File: src/rtl/instr_encoder.sv
// instr_encoder: packs R/I/J instruction fields into a 32-bit MIPS word.
// The opcode is checked against the declared format, and results are buffered
// in a 2-entry FIFO with valid/ready handshakes on both sides.
// Optional build macro ENCODER_STATS_EN adds saturating per-format push counters.
module instr_encoder #(
  parameter bit          CHECK_FMT = 1'b1,
  parameter logic [31:0] NOP_WORD  = 32'h0000_0000
) (
  input  logic        clk,
  input  logic        rst,
  input  logic        in_valid,
  output logic        in_ready,
  input  logic [1:0]  in_fmt,
  input  logic [5:0]  in_opcode,
  input  logic [4:0]  in_rs,
  input  logic [4:0]  in_rt,
  input  logic [4:0]  in_rd,
  input  logic [4:0]  in_shamt,
  input  logic [5:0]  in_funct,
  input  logic [15:0] in_imm,
  input  logic [25:0] in_target,
  output logic        out_valid,
  input  logic        out_ready,
  output logic [31:0] out_instr,
`ifdef ENCODER_STATS_EN
  output logic [15:0] stat_r,
  output logic [15:0] stat_i,
  output logic [15:0] stat_j,
  output logic [15:0] stat_err,
`endif
  output logic        out_err
);

  localparam logic [1:0] FmtR = 2'd0;
  localparam logic [1:0] FmtI = 2'd1;
  localparam logic [1:0] FmtJ = 2'd2;

  logic        op_is_r, op_is_i, op_is_j;
  logic [31:0] enc_word;
  logic        enc_err;

  logic [31:0] instr_q [2];
  logic [1:0]  err_q;
  logic [1:0]  count_q, count_d;
  logic        rd_ptr_q, rd_ptr_d;
  logic        wr_ptr;
  logic        push, pop;

  // Classify the opcode into the format it legally belongs to.
  always_comb begin
    op_is_r = (in_opcode == 6'h00);
    op_is_j = (in_opcode == 6'h02) || (in_opcode == 6'h03);
    op_is_i = 1'b0;
    case (in_opcode)
      6'h01, 6'h04, 6'h05, 6'h09, 6'h0F, 6'h23, 6'h28, 6'h2B: op_is_i = 1'b1;
      default:                                                 op_is_i = 1'b0;
    endcase
  end

  // Pack fields as tagged; a mismatched opcode is still encoded, only flagged.
  always_comb begin
    enc_word = NOP_WORD;
    enc_err  = 1'b1;
    unique case (in_fmt)
      FmtR: begin
        enc_word = {in_opcode, in_rs, in_rt, in_rd, in_shamt, in_funct};
        enc_err  = CHECK_FMT & ~op_is_r;
      end
      FmtI: begin
        enc_word = {in_opcode, in_rs, in_rt, in_imm};
        enc_err  = CHECK_FMT & ~op_is_i;
      end
      FmtJ: begin
        enc_word = {in_opcode, in_target};
        enc_err  = CHECK_FMT & ~op_is_j;
      end
      default: begin
        enc_word = NOP_WORD;
        enc_err  = 1'b1;
      end
    endcase
  end

  // Handshakes and next-state for occupancy and read pointer.
  always_comb begin
    in_ready  = (count_q != 2'd2);
    out_valid = (count_q != 2'd0);
    push      = in_valid & in_ready;
    pop       = out_valid & out_ready;
    // Next free slot sits one past the head when a single entry is held.
    wr_ptr    = rd_ptr_q ^ count_q[0];
    rd_ptr_d  = pop ? ~rd_ptr_q : rd_ptr_q;
    count_d   = count_q;
    unique case ({push, pop})
      2'b10:   count_d = count_q + 2'd1;
      2'b01:   count_d = count_q - 2'd1;
      default: count_d = count_q;
    endcase
  end

  // Queue storage, occupancy and head pointer.
  always_ff @(posedge clk) begin
    if (rst) begin
      count_q    <= 2'd0;
      rd_ptr_q   <= 1'b0;
      err_q      <= 2'b00;
      instr_q[0] <= 32'h0;
      instr_q[1] <= 32'h0;
    end else begin
      count_q  <= count_d;
      rd_ptr_q <= rd_ptr_d;
      if (push) begin
        instr_q[wr_ptr] <= enc_word;
        err_q[wr_ptr]   <= enc_err;
      end
    end
  end

  // Head outputs are forced to zero when empty so nothing stale is visible.
  always_comb begin
    out_instr = out_valid ? instr_q[rd_ptr_q] : 32'h0;
    out_err   = out_valid ? err_q[rd_ptr_q]   : 1'b0;
  end

`ifdef ENCODER_STATS_EN
  logic [15:0] stat_r_q, stat_i_q, stat_j_q, stat_err_q;

  function automatic logic [15:0] sat_inc(input logic [15:0] v);
    return (v == 16'hFFFF) ? v : v + 16'd1;
  endfunction

  // Saturating counters of accepted pushes; reserved tag only bumps stat_err.
  always_ff @(posedge clk) begin
    if (rst) begin
      stat_r_q   <= 16'h0;
      stat_i_q   <= 16'h0;
      stat_j_q   <= 16'h0;
      stat_err_q <= 16'h0;
    end else if (push) begin
      if (in_fmt == FmtR) stat_r_q <= sat_inc(stat_r_q);
      if (in_fmt == FmtI) stat_i_q <= sat_inc(stat_i_q);
      if (in_fmt == FmtJ) stat_j_q <= sat_inc(stat_j_q);
      if (enc_err)        stat_err_q <= sat_inc(stat_err_q);
    end
  end

  assign stat_r   = stat_r_q;
  assign stat_i   = stat_i_q;
  assign stat_j   = stat_j_q;
  assign stat_err = stat_err_q;
`endif

endmodule

File: config.mk
export PLATFORM = sky130hd
export DESIGN_NAME = instr_encoder
export DESIGN_NICKNAME = d
export VERILOG_FILES = /design/src/rtl/instr_encoder.sv
export SDC_FILE = /design/constraint.sdc
export NUM_CORES = 1
export LEC_CHECK = 0
export CORE_MARGIN = 2
export CORE_UTILIZATION = 45
export CTS_CLUSTER_DIAMETER = 50
export DETAILED_ROUTE_END_ITERATION = 10
export PLACE_DENSITY_LB_ADDON = 0.05
export SLEW_MARGIN = 20
export SYNTH_ARGS = -nofsm -noshare
export SYNTH_HDL_FRONTEND = slang
export SYNTH_SLANG_ARGS = --single-unit
File: constraint.sdc
create_clock -name clk -period 4.74 [get_ports clk]
set_input_delay 0.948 -clock clk [delete_from_list [all_inputs] [get_ports clk]]
set_output_delay 0.948 -clock clk [all_outputs]
set_load 0.01 [all_outputs]
* After elaboration in Yosys (flattened, before gate mapping)
Memory sizes are Yosys's and may differ from the RTL's. A register that Yosys moved wholly into a read port is not among the register bits. Index checks and enable logic that the tools add are counted.
Storage, ports and cells: word-level logic and storage cells 60, bits in registers 5, memories kept 1, bits in writable memories 64, input bits 80
Memories:
- instr_q | words 2, bits a word 32, rd ports 1, clocked after memory_dff 1, wr ports 2, RTL line 42 | logic [31:0] instr_q [2];
Cells by class: order comparisons 3, equality and inequality tests 15, reductions and logical operators 8, bitwise operators 7, add/sub/neg operators 2, mux-type cells 21
Operators with widths (count):
- case mux 32 bit (3 select lines) | 1
- two-way mux 32 bit | 2
- OR reduction 32 bit | 1
- == test 6 bit (second input constant) | 3
- two-way mux 1 bit | 14
- == test 6 x 2 -> 1 bit (second input constant) | 2
- == test 6 x 3 -> 1 bit (second input constant) | 2
- == test 6 x 4 -> 1 bit (second input constant) | 2
- OR reduction 8 bit | 1
- == test 6 x 1 -> 1 bit (second input constant) | 1
- logical NOT 6 bit | 1
- == test 2 x 1 -> 1 bit (second input constant) | 2
- == test 2 bit (second input constant) | 2
- less-than comparator 1 x 2 -> 1 bit (second input constant) | 2
- NOT 1 bit | 4
- case mux 2 bit (2 select lines) | 1
- nonzero test 2 bit | 2
- case mux 1 bit (3 select lines) | 1
- adder 2 x 1 -> 2 bit (second input constant) | 1
- AND 1 bit | 2
- bitwise mux 2 bit | 1
- logical NOT 2 bit | 1
- inequality test 2 bit (second input constant) | 1
- subtractor 2 x 1 -> 2 bit (second input constant) | 1
- 5 further kinds | 5

* Depth between registers and ports, before layout
Gate-level depths: netlist of the first run.
depth after elaboration 7, mapped depth 8, depth with buffers taken out 7

* Least setup slack after synthesis of the first run
OpenSTA, ideal clock, no wires.
path kind input to register, start point input port rst, end point memory instr_q[0][0] (enable), required time 4.352 ns, buffers on the path 1, setup time 0.388 ns, setup slack 2.453 ns, data arrival time 1.899 ns, cell stages on the path 2, cell sequence clkbuf_1 -> a21o_1
RTL lines:
- from (decl) | RTL line 10 | input logic rst,
- to (decl) | RTL line 42

* Worst setup path in the final report of the first run
start point register count_q[0], end point output port out_instr[3]
Between the ends: longest elaborated chain between the ends 2
RTL lines:
- from (decl) | RTL line 44 | logic [1:0] count_q, count_d;
- from (signal assigned) | RTL line 110 | count_q <= count_d;
- nonzero test 2 bit | RTL line 87 | out_valid = (count_q != 2'd0);
- two-way mux 32 bit | RTL line 121 | out_instr = out_valid ? instr_q[rd_ptr_q] : 32'h0;
- to (decl) | RTL line 24 | output logic [31:0] out_instr,
Every way passes these cells.

==> impl_metrics.tcl, run 1 <==
set metrics [dict create \
    ys_ff_latch 70 \
    startpoint_type "flip-flop" \
    cts-root-buf "clkbuf_8" \
    synthesis.area_um2 3640 \
    port_buffers 114 \
    clock.fmax_ghz 0.305 \
    fin_skew_ns 0.00638 \
    antenna_found_initial 0 \
    clk_path_buf_depth 2 \
    vias_per_cell 5.07 \
    final_cell_mix "clkdlybuf4s50_1, nor2_1, edfxtp_1, mux2i_1, a21oi_1" \
    post_cts_resized 0 \
    syn_avg_cell_area_um2 10.5 \
    period_minus_slack_ns 3.28 \
    grt_usage_pct 19.5 \
    cap_violations 0 \
    fin_crit_sh_pct 69.3 \
    hold_class "reg2reg" \
    cp_data_required_time_ns 3.79 \
    rsz0062_at_grt "no" \
    power_leakage_nw 1.87 \
    tightest_slew_ns 1.05 \
    grt_start_max_net_pins 33 \
    drt_wl_total_um 8510 \
    drv_slew 0 \
    crit_path_cell_trace "nor2_2, buf_4, nor2_1, clkdlybuf4s50_1" \
    wl_per_cell_um 15.2 \
    cts_tree "yes" \
    ys_types 31 \
    nFillCells 638 \
    synth_flop_cell "edfxtp_1" \
    clk_latency_ns 0.33 \
    hold_violations 0 \
    syn-num-nets 427 \
    worst_ep_arrival_time_ns 2.34 \
    ios 115 \
    slowest_delay_ns 0.62 \
    end_kind "primary output" \
    synth_edf_count 64 \
    diodes 0 \
    grt_pass1_vias 2730 \
    powerDensity_nw_per_um2 465 \
    final_common_cell "clkdlybuf4s50_1" \
    setup_tns_ns 0 \
    cts_buffers 9 \
    die_y_um 94.0 \
    die_area_um2 8840 \
    setup_ws_ns 1.46 \
    start_util_pct 46.9 \
    cts-htree-levels 3 \
    postSynthCellCount 346 \
    dpl.hpwl_um 5750 \
    regArea_um2 2040 \
    ant_nets 0 \
    status "finished clean" \
    multi_input_area_um2 1460 \
    yosys_warnings 0 \
    dp_slack_ns 1.70 \
    num_vias 2839 \
    slew-limit-headroom_pct 30.2 \
    layout.nets 534 \
    gp_congestion 0.786 \
    overflow 0 \
    post_cts_buffers 0 \
    drc 0 \
    placement.cell_area_um2 4830 \
    area_growth_pct 37.6 \
    core_um2 7770 \
    die_w_um 94.0 \
    rows 32 \
    critPathSlowestCell "nor2_2" \
    finalSetupViolations 0 \
    cts_sinks 70 \
    cp_max_fo 19 \
    critical_path_class "reg2out" \
    drive_gt1_share_pct 5.68 \
    drtIter0Drc 186 \
    finish.instance_area_um2 5020 \
    dr.pass1.iters 4 \
    grt_pass1_wl_um 13000 \
    synth-async-reset-ratio_pct 0 \
    cts_hold_buf 0 \
    path_clk_slew_ns 0.07 \
    ys_seq_area_share_pct 56.0 \
    vdd_drop_max_uv 262 \
]
-- sequential cells by signal, indices dropped and copies added, names as in the netlist, named ones only --
name	count
rd_ptr_q	1
err_q	2
count_q	2
instr_q	64
-- final timing paths --
| kind | start | end | slack (ns) | cells after the start |
|---|---|---|---|---|
| worst max-delay path | count_q[0]$_SDFFE_PP0P_ | out_instr[3] | 1.46 | 4 |
| worst min-delay path | count_q[1]$_SDFFE_PP0P_ | count_q[1]$_SDFFE_PP0P_ | 0.55 | 2 |
| worst max register to register | rd_ptr_q$_SDFFE_PP0P_ | instr_q[1][5]$_SDFFCE_PN0P_ | 2.46 | 4 |
| worst min register to register | count_q[1]$_SDFFE_PP0P_ | count_q[1]$_SDFFE_PP0P_ | 0.55 | 2 |
-- power by group --
part | switching [mW] | internal (mW)
Clock | 0.218 | 0.239
Sequential | 0.110 | 0.869
Combinational | 0.455 | 0.441
-- through the flow --
step | std cells | util (%) | hold slack, ns | total power [mW]
final | 560 | 64.6 | 0.548 | 2.33
after global routing | 560 | 64.6 | 0.582 | 2.46
after CTS | 560 | 64.6 | 0.553 | 2.35
after detailed placement | 544 | 62.2 | 0.542 | 1.90
after global placement | 544 | 62.1 | 0.541 | 1.88
after floorplan | 346 | - | 0.489 | 1.48
-- logic make-up (layout without fill, tap and decap cells) --
family	after synthesis	in the layout	share of synthesized area, %
buffers and inverters	28	140	4.29
AO/OA/AOI/OAI	41	41	6.28
multiplexers	49	49	13.5
flip-flops	70	70	56.0
adder cells (fa/ha/maj)	1	1	0.343
AND/OR/NAND/NOR	154	154	18.9
XOR/XNOR	3	3	0.721
-- cells in the mapped netlist, types with 2 or more instances --
master | number | area (µm²)
nand3_1 | 3 | 15.0
nor2b_1 | 15 | 93.8
inv_1 | 4 | 15.0
o21ai_0 | 3 | 15.0
o221ai_1 | 2 | 17.5
and3_1 | 12 | 75.1
nand2_1 | 5 | 18.8
buf_6 | 5 | 56.3
buf_2 | 8 | 40.0
xnor2_1 | 2 | 17.5
a211o_1 | 2 | 17.5
dfxtp_1 | 6 | 120
or3_1 | 2 | 12.5
mux2i_1 | 49 | 490
a21oi_1 | 31 | 155
nand2b_1 | 5 | 31.3
nor2_2 | 2 | 12.5
a21o_1 | 2 | 15.0
nor2_1 | 104 | 390
and2_1 | 2 | 12.5
edfxtp_1 | 64 | 1920
clkbuf_1 | 9 | 33.8
-- worst max-delay path: cells and delay by family, from the launching register on --
kind,cells,cell delay (ns)
and+or+nand+nor,2,0.73
DFF,1,0.39
buffers and inverters,2,0.87
-- routing by layer --
metal	GRT usage [%]	vias up	wire length (µm)
met1	23.5	1324	3660
met4	7.00	0	82
met5	0	-	0
li1	-	1423	-
met2	34.2	85	4290
met3	4.49	7	483
-- final cells by class --
type	instances	share of cell area, %
clock buffer	9	2.47
clock inverter	7	1.27
inverter	4	0.299
multi-input combinational	248	29.0
sequential	70	40.7
tap	102	2.54
timing repair buffer	120	23.6
(Power assumes the default switching activity.)
==> run 2, diff against run 1 <==
--- a/config.mk
+++ b/config.mk
@@ -6,7 +6,7 @@
 export NUM_CORES = 1
 export LEC_CHECK = 0
 export CORE_MARGIN = 2
-export CORE_UTILIZATION = 45
+export CORE_UTILIZATION = 42
 export CTS_CLUSTER_DIAMETER = 50
 export DETAILED_ROUTE_END_ITERATION = 10
 export PLACE_DENSITY_LB_ADDON = 0.05
==> constraint.sdc (replaced) <==
create_clock -name clk -period 2.9 [get_ports clk]
set_input_delay 0.58 -clock clk [delete_from_list [all_inputs] [get_ports clk]]
set_output_delay 0.58 -clock clk [all_outputs]
set_load 0.01 [all_outputs]
==> run 2 against run 1 <==
Compared with the run above:
- power is 74% higher
- sequential power up 54%
- non-clock buffer count increased by 6
- sequential share of layout area fell by 0.87 points
- sequential cell count stayed put
- wire length up 1.0%
- worst hold slack better by 0.013 ns
- setup slack worse by 0.97 ns
- final cell count grew 1.6%
- first-iteration DRC count is 23% lower
- clock-buffer cell count grew 2
==> impl_metrics.tcl, run 2 (same netlist as run 1, synthesis figures left out) <==
set metrics [dict create \
    clock.fmax_ghz 0.414 \
    slew-limit-headroom_pct 52.1 \
    gp_congestion 0.772 \
    cts_tree "yes" \
    die_y_um 97.2 \
    startpoint_type "flip-flop" \
    fin_skew_ns 0.00883 \
    rows 33 \
    p_total_mw 4.06 \
    crit_path_cell_trace "buf_4, mux2i_1, nor2_1, clkdlybuf4s50_1" \
    slowest_delay_ns 0.56 \
    antenna_found_initial 0 \
    ant_nets 0 \
    p_sw_share_pct 31.7 \
    wl_per_cell_um 15.1 \
    largest_reg_flops 64 \
    final_common_cell "clkdlybuf4s50_1" \
    grt_pass1_wl_um 13800 \
    clk_path_buf_depth 2 \
    p_comb_share_pct 39.2 \
    whs_endpoint "count_q[1]$_SDFFE_PP0P_" \
    fin_crit_sh_pct 83.2 \
    holdWs_ns 0.561 \
    r2r_slack_ns 0.99 \
    clkPwrFrac_pct 23.5 \
    ios 115 \
    port_buffers 114 \
    drtIter0Drc 144 \
    drc 0 \
    period_minus_slack_ns 2.41 \
    start_util_pct 43.9 \
    grt_usage_pct 18.2 \
    hp-start "count_q[1]$_SDFFE_PP0P_" \
    nFillCells 707 \
    diodes 0 \
    reg2reg_depth 7 \
    num_vias 2877 \
    power_switching_mw 1.29 \
    die_w_um 97.2 \
    final_util_pct 61.8 \
    cp_max_fo 21 \
    die_area_um2 9440 \
    finalSetupViolations 0 \
    worst_ep_arrival_time_ns 1.83 \
    vdd_drop_max_uv 495 \
    critPathSlowestCell "clkdlybuf4s50_1" \
    overflow 0 \
    setup_tns_ns 0 \
    hold_violations 0 \
    top_regs "instr_q: 64 flops, count_q: 2 flops, err_q: 2 flops" \
    dr.pass1.iters 6 \
    area_growth_pct 40.6 \
    drv_slew 0 \
    cp_num_buf_inv 2 \
    drive_gt1_share_pct 6.90 \
    final_cell_mix "clkdlybuf4s50_1, nor2_1, edfxtp_1, mux2i_1, a21oi_1" \
    status "finished clean" \
    cts-htree-levels 3 \
    cp_top_family "buffers and inverters" \
    power_leakage_nw 1.92 \
    cts-root-buf "clkbuf_8" \
    dpl.hpwl_um 5910 \
    timing.rr.start "count_q[0]$_SDFFE_PP0P_" \
    drt_wl_total_um 8600 \
    cp_data_required_time_ns 2.32 \
    core_um2 8300 \
    grt_start_max_net_pins 30 \
    post_cts_buffers 0 \
    cts_sinks 70 \
    grt_pass1_vias 2872 \
    cts_buffers 9 \
    rsz0062_at_grt "no" \
    clk_latency_ns 0.33 \
    cap_violations 0 \
    hold_depth 2 \
    powerDensity_nw_per_um2 792 \
    critical_path_class "reg2out" \
    end_kind "primary output" \
    cts_hold_buf 0 \
    path_clk_slew_ns 0.07 \
    post_cts_resized 0 \
    layout.nets 540 \
    vias_per_cell 5.06 \
    tightest_slew_ns 0.717 \
    intPower_mw 2.77 \
    regMostFlops "instr_q" \
    p_seq_share_pct 37.3 \
    hold_class "reg2reg" \
    r2r_end "count_q[1]$_SDFFE_PP0P_" \
]
==> run 2: tightest hold or removal path: stages (launching register included) <==
cell	delay (ns)
dfxtp_1	0.36
o21ai_0	0.10
a21oi_1	0.06
==> run 2: cell type report <==
class	instances	area [µm²]	share of cell area, %
clock buffer	11	141	2.76
clock inverter	5	106	2.08
inverter	4	15.0	0.293
multi-input combinational	248	1460	28.4
sequential	70	2040	39.9
tap	105	131	2.56
timing repair buffer	126	1230	24.0
==> run 2: stage by stage <==
step	cell area, µm²	setup slack (ns)	instances
global placement	4870	0.252	553
finish	5120	0.487	569
floorplan	3640	0.902	346
global route	5120	0.368	569
detailed placement	4880	0.592	553
CTS	5120	0.438	569
==> run 2: worst max path at each step <==
stage | startpoint | to | slack (ns) | cells past startpoint
2_1_floorplan | count_q[0]$_SDFFE_PP0P_ | instr_q[1][0]$_SDFFCE_PN0P_ | 0.90 | 4
3_3_place_gp | in_fmt[1] | err_q[0]$_SDFFE_PP0P_ | 0.25 | 5
3_5_place_dp | in_fmt[1] | err_q[1]$_SDFFE_PP0P_ | 0.59 | 5
4_1_cts | flip-flop | out_instr[13] | 0.44 | 4
5_1_grt | flip-flop | out_instr[11] | 0.37 | 4
6_report | flip-flop | out_instr[13] | 0.49 | 4
==> run 2: routing by layer <==
layer  routed length [µm]  global-route usage (%)  vias up
met5                    0                       0        -
met4                   48                    4.88        0
met3                  691                    5.25        7
met2                 4120                    30.4      104
met1                 3740                    23.2     1328
li1                     -                       -     1438
==> run 2: power groups by stage <==
stage	combinational [mW]	clock [mW]	sequential, mW
floorplan	0.923	0	1.50
global route	1.73	1.01	1.54
finish	1.59	0.955	1.51
detailed placement	1.61	0	1.54
global placement	1.59	0	1.52
CTS	1.61	0.970	1.51
==> run 3, diff against run 2 <==
==> constraint.sdc (replaced) <==
create_clock -name clk -period 2.1 [get_ports clk]
set_input_delay 0.42 -clock clk [delete_from_list [all_inputs] [get_ports clk]]
set_output_delay 0.42 -clock clk [all_outputs]
set_load 0.01 [all_outputs]
==> run 3 against run 2 <==
Compared with the run above:
- clock skew grew 0.0037 ns
- power grew 39%
- clock power grew 23%
- die area is the same
- wire length grew 4.0%
- worst hold slack lost 0.044 ns
- critical path depth is the same
- via count grew 2.6%
- register-to-register slack lost 0.75 ns
- setup slack lost 0.44 ns
- non-clock buffer count grew 13
- largest cell class unchanged
==> impl_metrics.tcl, run 3 (same netlist as run 1, synthesis figures left out) <==
set metrics [dict create \
    drive_gt1_share_pct 10.3 \
    top_regs "instr_q: 64 flops, count_q: 2 flops, err_q: 2 flops" \
    r2r_slack_ns 0.24 \
    clk_path_buf_depth 2 \
    overflow 0 \
    die_w_um 97.2 \
    num_vias 2951 \
    grt_pass1_wl_um 14600 \
    diodes 0 \
    gp_congestion 0.779 \
    hold_violations 0 \
    vias_per_cell 5.07 \
    slew-limit-headroom_pct 63.5 \
    cp_max_fo 8 \
    dpl.hpwl_um 6030 \
    layout.nets 553 \
    stdcell_count 582 \
    die_y_um 97.2 \
    power_leakage_nw 2.14 \
    grt_pass1_vias 2986 \
    setup_tns_ns 0 \
    cts-htree-levels 3 \
    critPathSlowestCell "clkdlybuf4s50_1" \
    period_minus_slack_ns 2.05 \
    clk_latency_ns 0.33 \
    cts-root-buf "clkbuf_8" \
    drv_slew 0 \
    cap_violations 0 \
    core_um2 8300 \
    dr.pass1.iters 4 \
    rows 33 \
    finalSetupViolations 0 \
    finish.instance_area_um2 5270 \
    fin_skew_ns 0.0126 \
    cts_tree "yes" \
    port_buffers 114 \
    start_util_pct 43.9 \
    hold_class "reg2reg" \
    nFillCells 742 \
    wl_per_cell_um 15.4 \
    ios 115 \
    cp_data_required_time_ns 1.68 \
    worst_ep_arrival_time_ns 1.63 \
    drt_wl_total_um 8950 \
    regMostFlops "instr_q" \
    reg2reg_depth 7 \
    fin_crit_sh_pct 97.9 \
    startpoint_type "flip-flop" \
    slowest_delay_ns 0.54 \
    cts_sinks 70 \
    dp_cells 559 \
    cp_top_family "buffers and inverters" \
    cts_buffers 9 \
    grt_start_max_net_pins 33 \
    path_clk_slew_ns 0.08 \
    final_common_cell "nor2_1" \
    powerDensity_nw_per_um2 1070 \
    antenna_found_initial 0 \
    die_area_um2 9440 \
    end_kind "primary output" \
    cp.depth 4 \
    largest_reg_flops 64 \
    timing.rr.start "count_q[0]$_SDFFE_PP0P_" \
    cts_hold_buf 0 \
    critical_path_class "reg2out" \
    rsz0062_at_grt "no" \
    status "finished clean" \
    clock.fmax_ghz 0.487 \
    ant_nets 0 \
    tightest_slew_ns 0.548 \
    area_growth_pct 44.6 \
    grt_usage_pct 19.5 \
    placement.cell_area_um2 4990 \
    holdWs_ns 0.517 \
    critPathCapture "out_instr[27]" \
    crit_path_cell_trace "buf_12, mux2i_1, nor2_1, clkdlybuf4s50_1" \
    final_cell_mix "nor2_1, clkdlybuf4s50_1, edfxtp_1, mux2i_1, a21oi_1" \
    drc 0 \
    vdd_drop_max_uv 607 \
    r2r_end "count_q[1]$_SDFFE_PP0P_" \
    drtIter0Drc 94 \
    cp_num_buf_inv 2 \
]
-- run 3: worst min path at each step --
stage	startpoint	to	slack (ns)	depth (start not counted)
after CTS	count_q[1]$_SDFFE_PP0P_	count_q[1]$_SDFFE_PP0P_	0.51	2
after detailed placement	count_q[1]$_SDFFE_PP0P_	count_q[1]$_SDFFE_PP0P_	0.53	2
final	count_q[1]$_SDFFE_PP0P_	count_q[1]$_SDFFE_PP0P_	0.52	2
after global routing	count_q[1]$_SDFFE_PP0P_	count_q[1]$_SDFFE_PP0P_	0.55	2
after floorplan	count_q[1]$_SDFFE_PP0P_	count_q[1]$_SDFFE_PP0P_	0.49	2
after global placement	count_q[1]$_SDFFE_PP0P_	count_q[1]$_SDFFE_PP0P_	0.52	2
-- run 3: area by class of cell --
type                       instances  area (µm²)  area share, %
sequential                        70        2050           38.9
tap                              105         131           2.49
multi-input combinational        248        1450           27.5
clock buffer                      10         128           2.42
clock inverter                     6        86.3           1.64
timing repair buffer             139        1410           26.7
inverter                           4        15.0          0.285
-- run 3: stage by stage --
stage,power (mW),setup WS [ns],util [%]
2_1_floorplan,3.34,0.102,-
6_report,5.64,0.0451,63.5
3_3_place_gp,4.43,0.140,60.2
4_1_cts,5.67,0.000912,63.5
3_5_place_dp,4.46,0.105,60.2
5_1_grt,5.98,0.00959,63.5
-- run 3: layer usage --
metal	wire, µm	global-route usage (%)	up-vias
met5	0	0	-
met4	177	7.91	0
met3	639	5.47	14
met2	4230	31.8	103
met1	3900	24.3	1371
li1	-	-	1463
-- run 3: worst min-delay path: cells and delay by family (launching register included) --
family / cells / cell delay, ns
flip-flops: 1 / 0.35
AO/OA/AOI/OAI: 2 / 0.13
-- run 3: timing repair --
action | CTS | global route
buffers inserted | 3 | 2
endpoints found under the setup margin | 34 | 8
resized for setup | 37 | 2
gates cloned | 2 | 0
-- run 3: report_power, final --
part,total (mW),leakage [nW],internal (mW),switching (mW)
registers,2.11,0.732,1.97,0.138
logic,2.36,1.30,1.15,1.21
clock network,1.17,0.106,0.667,0.500
